## config.mk

```make
export PLATFORM = sky130hd
export DESIGN_NAME = joypad_mmr_ctrl
export DESIGN_NICKNAME = d
export VERILOG_FILES = /design/src/rtl/joypad_mmr_ctrl.sv
export SDC_FILE = /design/constraint.sdc
export NUM_CORES = 1
export LEC_CHECK = 0
export CORE_ASPECT_RATIO = 1.25
export CORE_MARGIN = 5
export CORE_UTILIZATION = 50
export CTS_BUF_LIST = sky130_fd_sc_hd__clkbuf_2
export DETAILED_ROUTE_END_ITERATION = 10
export PLACE_DENSITY = 0.67
export SLEW_MARGIN = 5
export SYNTH_ARGS = -nofsm -noshare
export SYNTH_HDL_FRONTEND = slang
export SYNTH_SLANG_ARGS = --single-unit
export TNS_END_PERCENT = 100
```

## constraint.sdc

```tcl
create_clock -name clk -period 2.5 [get_ports clk]
set_clock_uncertainty 0.1 [all_clocks]
set_input_delay 0.375 -clock clk [delete_from_list [all_inputs] [get_ports clk]]
set_output_delay 0.375 -clock clk [all_outputs]
set_load 0.05 [all_outputs]
```

## src/rtl/joypad_mmr_ctrl.sv

```systemverilog
// joypad_mmr_ctrl
// NES joypad front end. It synchronises and debounces the raw button pins,
// flags per-pad changes of the debounced levels, and implements the
// $4016/$4017 strobe register and the serial read ports.
//
// Bus handshake: wr_en and rd_en are single-cycle qualifiers with no
// back-pressure. A decoded read registers dout on the same edge and holds it
// until the next decoded read. When wr_en and rd_en are both high, the write
// executes and the read is dropped.
module joypad_mmr_ctrl #(
   parameter int          NUM_PADS    = 2,
   parameter int          BTN_W       = 8,
   parameter int          DEB_BITS    = 21,
   parameter int          SYNC_STAGES = 2,
   parameter logic [15:0] BASE_ADDR   = 16'h4016
) (
   input  logic                      clk,
   input  logic                      reset,
   input  logic [NUM_PADS*BTN_W-1:0] pad_in,
   input  logic [15:0]               addr,
   input  logic                      wr_en,
   input  logic                      rd_en,
   input  logic [7:0]                din,
   output logic [7:0]                dout,
   output logic [NUM_PADS*BTN_W-1:0] pad_level,
   output logic [NUM_PADS-1:0]       change_pulse
);

   localparam int                N       = NUM_PADS * BTN_W;
   localparam logic [DEB_BITS-1:0] CNT_MAX = '1;

   // Synchroniser chain; the last stage feeds the debouncer.
   logic [N-1:0]          sync_q [SYNC_STAGES];
   logic [N-1:0]          synced;

   // Debounce state: one counter and one stable level per button bit.
   logic [DEB_BITS-1:0]   cnt_q  [N];
   logic [DEB_BITS-1:0]   cnt_d  [N];
   logic [N-1:0]          stable_q;
   logic [N-1:0]          stable_d;
   logic [NUM_PADS-1:0]   chg_d;

   // Register interface state.
   logic                  strobe_q;
   logic                  strobe_d;
   logic [BTN_W-1:0]      sh_q   [NUM_PADS];
   logic [BTN_W-1:0]      sh_d   [NUM_PADS];
   logic [7:0]            dout_d;
   logic [15:0]           offset;
   logic                  wr_strobe;
   logic                  rd_ok;

   // Only bit 0 of the write data controls the strobe.
   logic                  unused_din;
   assign unused_din = ^din[7:1];

   assign synced    = sync_q[SYNC_STAGES-1];
   assign pad_level = stable_q;
   assign offset    = addr - BASE_ADDR;
   assign wr_strobe = wr_en && (addr == BASE_ADDR);
   assign rd_ok     = rd_en && !wr_en;

   // Shift raw pins through the synchroniser flops.
   always_ff @(posedge clk or negedge reset) begin
      if (!reset) begin
         for (int s = 0; s < SYNC_STAGES; s++) sync_q[s] <= '0;
      end else begin
         sync_q[0] <= pad_in;
         for (int s = 1; s < SYNC_STAGES; s++) sync_q[s] <= sync_q[s-1];
      end
   end

   // Per-bit debounce: a mismatch must persist for 2^DEB_BITS cycles to flip the level.
   always_comb begin
      stable_d = stable_q;
      for (int i = 0; i < N; i++) begin
         cnt_d[i] = '0;
         if (synced[i] != stable_q[i]) begin
            if (cnt_q[i] == CNT_MAX) begin
               stable_d[i] = synced[i];
            end else begin
               cnt_d[i] = cnt_q[i] + 1'b1;
            end
         end
      end
      for (int p = 0; p < NUM_PADS; p++) begin
         chg_d[p] = |(stable_d[p*BTN_W +: BTN_W] ^ stable_q[p*BTN_W +: BTN_W]);
      end
   end

   // Debounce registers; the change pulse lines up with the pad_level update.
   always_ff @(posedge clk or negedge reset) begin
      if (!reset) begin
         for (int i = 0; i < N; i++) cnt_q[i] <= '0;
         stable_q     <= '0;
         change_pulse <= '0;
      end else begin
         for (int i = 0; i < N; i++) cnt_q[i] <= cnt_d[i];
         stable_q     <= stable_d;
         change_pulse <= chg_d;
      end
   end

   // Strobe write, reload while strobed, serial reads with 1-fill once exhausted.
   always_comb begin
      strobe_d = strobe_q;
      dout_d   = dout;
      for (int p = 0; p < NUM_PADS; p++) sh_d[p] = sh_q[p];

      if (wr_strobe) strobe_d = din[0];

      // Reload uses the registered strobe, so a new strobe takes effect next cycle.
      if (strobe_q) begin
         for (int p = 0; p < NUM_PADS; p++) sh_d[p] = stable_q[p*BTN_W +: BTN_W];
      end

      if (rd_ok) begin
         for (int p = 0; p < NUM_PADS; p++) begin
            if (offset == 16'(p)) begin
               dout_d = {7'b0, sh_q[p][0]};
               if (!strobe_q) sh_d[p] = {1'b1, sh_q[p][BTN_W-1:1]};
            end
         end
         // $4017 without a second pad reads as zero and touches nothing else.
         if ((NUM_PADS == 1) && (offset == 16'd1)) dout_d = 8'h00;
      end
   end

   // Register interface state.
   always_ff @(posedge clk or negedge reset) begin
      if (!reset) begin
         strobe_q <= 1'b0;
         dout     <= 8'h00;
         for (int p = 0; p < NUM_PADS; p++) sh_q[p] <= '0;
      end else begin
         strobe_q <= strobe_d;
         dout     <= dout_d;
         for (int p = 0; p < NUM_PADS; p++) sh_q[p] <= sh_d[p];
      end
   end

endmodule

```

After elaboration in Yosys (flattened, before gate mapping)

Cells that the tools add are included.

Bits in registers: 411
Latch bits: 0
Memory bits (writable): 0
Memory bits (read-only): 0
Bits of input ports: 44
Output and inout port bits: 26
Logic and storage cells: 157
Memories: 0

Add/subtract/negate cells: 17
Multiply operators: 0
Divide/modulo/power cells: 0
Order comparisons: 0
Equality and inequality tests: 34
Shift-type cells: 0
Multiplexer cells: 72
Bitwise gates (word level): 2
Reduce and logical (&&, ||, !) cells: 8

Operators by type and width:

| kind                                                                     | count |
|---|---|
| 21-bit two-way mux                                                       | 32 |
| 21-bit by 1-bit adder with 21-bit output (second input constant)         | 16 |
| 21-bit equality test (second input constant)                             | 16 |
| 8-bit two-way mux                                                        | 6 |
| 1-bit two-way mux                                                        | 32 |
| 16-bit two-way mux                                                       | 2 |
| 16-bit by 1-bit equality test with 1-bit output (second input constant)  | 1 |
| 16-bit by 15-bit equality test with 1-bit output (second input constant) | 1 |
| 16-bit zero test                                                         | 1 |
| 1-bit != test                                                            | 16 |
| 8-bit OR reduction                                                       | 2 |
| 16-bit by 15-bit subtractor with 16-bit output (second input constant)   | 1 |
| 8-bit XOR                                                                | 2 |
| 1-bit logical AND                                                        | 2 |
| 2-bit AND reduction                                                      | 1 |
| 2-bit nonzero test                                                       | 1 |
| 1-bit zero test                                                          | 1 |

Longest topological paths before layout

Word-level depth: 5
Depth in mapped cells: 9
Gate-level depth less buffers: 6

Worst setup path after synthesis

Ideal clock, no wire load.

Path kind: input-to-reg
Start point: input port addr[1]
End point: register sh_q[10] (netlist bit)
Setup time: 87 ps
Data arrival time: 2,076 ps
Data required time: 2,313 ps
Setup slack: 238 ps
Stages: 7
Buffers on the path: 1
Cells stage by stage: ha_1 o21ai_0 nand3_1 xor2_1 clkbuf_1 o2111ai_1 o211ai_1

RTL lines:

| what        | line | RTL |
|---|---|---|
| from (decl) | 20   | `input logic [15:0] addr,` |
| to (decl)   | 46   | `logic [BTN_W-1:0] sh_q [NUM_PADS];` |

Worst setup path in the final report

Start point: register cnt_q[126] (netlist bit)
End point: register change_pulse[1]

Cells in the longest elaborated chain, start to end: 5

Ends and longest elaborated chain:

| what                 | line | RTL |
|---|---|---|
| from (decl)          | 37   | `logic [DEB_BITS-1:0] cnt_q [N];` |
| 21-bit equality test | 79   | `if (cnt_q[i] == CNT_MAX) begin` |
| 1-bit two-way mux    | 79   |  |
| 1-bit two-way mux    | 78   | `if (synced[i] != stable_q[i]) begin` |
| 8-bit XOR            | 87   | `chg_d[p] = \|(stable_d[p*BTN_W +: BTN_W] ^ stable_q[p*BTN_W +: BTN_W]);` |
| 8-bit OR reduction   | 87   |  |
| via chg_d[1]         | 41   | `logic [NUM_PADS-1:0] chg_d;` |
| to (signal assigned) | 100  | `change_pulse <= chg_d;` |
| to (decl)            | 26   | `output logic [NUM_PADS-1:0] change_pulse` |

The timed path passes the listed nets, and every way through them passes these cells.
A chain may end at the register's enable or synchronous reset.

==> impl_metrics.toml <==
[timing]
fin_ws_ns = 0.167
slew_headroom_pct = 56.2
hold_violations = 0
setup_tns_ns = 0
slew_violations = 0
fmaxAchievable_mhz = 429
setup_viol = 0
hold_slack_ns = 0.209
min_period_ns = 2.33
worstMarginPinSlew_ns = 0.652
min_period_over_period_pct = 93.3
rsz0062_at_grt = "false"

[route]
vias = 13329
drt-pass1-iter-count = 5
drt-vias-per-instance = 5.17
drc = 0
wire_per_inst_microns = 14.1
drt-total-wl_microns = 36400
initialDrtViolationCount = 671
drtAntennaViolNets = 0

[power_and_ir_drop]
total_power_mw = 11.6
clkPwrFrac_pct = 37.2
p_sw_share_pct = 26.6
p_per_area_nw_per_um2 = 542
power_frac_seq_pct = 57.7
irDropWorstVdd_mv = 0.324
p_switching_mw = 3.08
p_comb_share_pct = 5.1
p_leak_nw = 9.43
p_int_mw = 8.50

[logic_synthesis]
yosysTopAreaCellShare_pct = 54.1
synthCells = 1808
synth-seq-cells = 404
synth_area_leader_cell = "dfrtp_1"
synthArstFlopShare_pct = 100
synthFlopType = "dfrtp_1"
synth_area_sq_um = 18700
syn_area_per_cell_sq_um = 10.3
ys_types = 54
synth_edf_count = 0
yosys_warnings = 0
synth_most_common_cell = "dfrtp_1"
synth_seq_area_share_pct = 54.1
synth_area_leaders = "dfrtp_1 (54%), xor2_1 (8.3%), nor2_1 (7.6%)"
synth_common_cells = "dfrtp_1 (404), nor2_1 (376), xor2_1 (176), xnor2_1 (141), nand2_1 (124)"

[job]
drv_cap = 0

[cts]
cts_tree = "done"
clock_sinks = 404
clk_path_buf_depth = 3
h-tree-depth = 3
cts_setup_buffers = 0
cts_buffers = 100
clkLatencyLatePin_ns = 0.98
root_buffer = "clkbuf_2"
clk_pin_slew_worst_paths_ns = 0.10

[hold_path]
hp-class = "in -> reg"
whs_endpoint = "strobe_q"
holdPathStages = 3
min_from = "wr_en"

[global_routing]
grt_max_degree = 52
first_global_vias = 13758
grt_pass1_wl_microns = 63000
grt-ovfl-total = 0
track_usage_pct = 18.1
antenna_found_initial = 2

[floorplanning]
coreArea_sq_um = 37100
fp-row-count = 79
pin_count = 70
dieArea_sq_um = 41300
die_w_microns = 183
initial_core_util_pct = 50.4
die_y_microns = 226

[final_layout]
nFillCells = 3261
area_growth_syn_to_layout_pct = 14.4
nets = 2077
fin_area_sq_um = 21400
drive_gt1_share_pct = 14.0

[placed_design]
pre_cts_ws_ns = -0.265
hpwlAfterDp_microns = 24300
port_buffers = 55
gp_congestion = 0.790
place_area_sq_um = 20300

[critical_path]
cp_max_fo = 6
arrival_ns = 3.03
endpoint_kind = "flip-flop"
r2r_setup_slack_ns = 0.17
required_ns = 3.20
rr_startpoint = "cnt_q[126]"
critPathKind = "reg -> reg"
reg2reg_to = "change_pulse[1]"
start_kind = "flip-flop"
reg2regPathDepth = 7

[run_status]
status = "finished clean"
[registers in the layout (all words and copies together) (netlist names)]
name          count
change_pulse      2
cnt_q           336
dout              1
pad_level        16
sh_q             16
strobe_q          1
sync_q           16
synced           16
[per-stage QoR]
step | cells | utilization, %
after floorplan | 1814 | -
after global placement | 2380 | 54.7
after detailed placement | 2380 | 54.7
after CTS | 2578 | 57.6
after global routing | 2579 | 57.6
final | 2579 | 57.6
[critical path: stages, from the launching register on]
cell and delay, ns:
dfrtp_1 0.40, ha_1 0.24, nand4_1 0.19, nor3_2 0.12, and4_1 0.25, a311oi_1 0.26, buf_4 0.19, or4b_1 0.45
[power groups by stage]
stage / Sequential (mW) / Combinational [mW] / Clock, mW
finish: 6.69 / 0.591 / 4.31
global route: 6.71 / 0.674 / 4.86
CTS: 6.69 / 0.609 / 4.55
detailed placement: 6.82 / 0.574 / 0
global placement: 6.81 / 0.563 / 0
floorplan: 6.80 / 0.267 / 0
[logic make-up (layout without fill, tap and decap cells)]
kind of cell    after synthesis  in the layout  synth area share, %
simple gates                901            901                 23.5
flops                       404            404                 54.1
xor+xnor                    317            317                 14.9
buf+inv                      86            364                 2.21
compound gates               63             63                 2.95
mux                          19             19                 1.15
fa+ha+maj                    17             17                 1.14
other cells                   1              8               0.0201
[per-layer routing]
layer / GRT usage [%] / up-vias / part of all wire (%)
met4: 6.92 / 0 / 2.1
met2: 30.5 / 201 / 49
met3: 4.22 / 60 / 4.6
met1: 22.9 / 6491 / 44
li1: - / 6577 / -
met5: 0 / - / 0
[what timing repair did]
action | 4_1_cts | 5_1_grt
endpoints found under the setup margin | 19 | 0
hold buffers | 20 | 0
resized for setup | 61 | 0
hold endpoints to repair | 421 | 0
[layout by cell type, fill, tap and decap left out, drive strengths merged, types with 16 or more instances in the layout]
cell type and instances:
nor2b 17, nand4 70, xor2 176, ha 17, o211ai 16, inv 40, and3 35, buf 81
clkdlybuf4s50 35, dlygate4sd3 19, nand2b 22, nor2 376, dfrtp 404, clkbuf 144, nand3 110, nor3 39
nand2 126, and4 35, clkinv 29, xnor2 141, mux2 19, nor4 26
[layout make-up]
class	instances	area [sq um]	share of cell area [%]
diodes	1	2.50	0.0117
clock buffers	144	721	3.37
clock inverters	34	164	0.767
inverters	36	135	0.633
multi-input cells	1324	8180	38.3
flip-flops and latches	404	10100	47.3
well taps	486	608	2.85
repair buffers	150	1440	6.75
[worst max path at each step]
stage,from,to,slack (ns),cells after the start
5_1_grt,pad_level[11],pad_level[11],0.04,1
6_report,cnt_q[126],change_pulse[1],0.17,7
3_3_place_gp,addr[1],sh_q[10],-0.17,7
2_1_floorplan,addr[1],sh_q[10],0.24,7
3_5_place_dp,addr[1],sh_q[10],-0.27,7
4_1_cts,pad_level[11],pad_level[11],0.009,1
No activity file was read; power rests on OpenSTA's default activity.
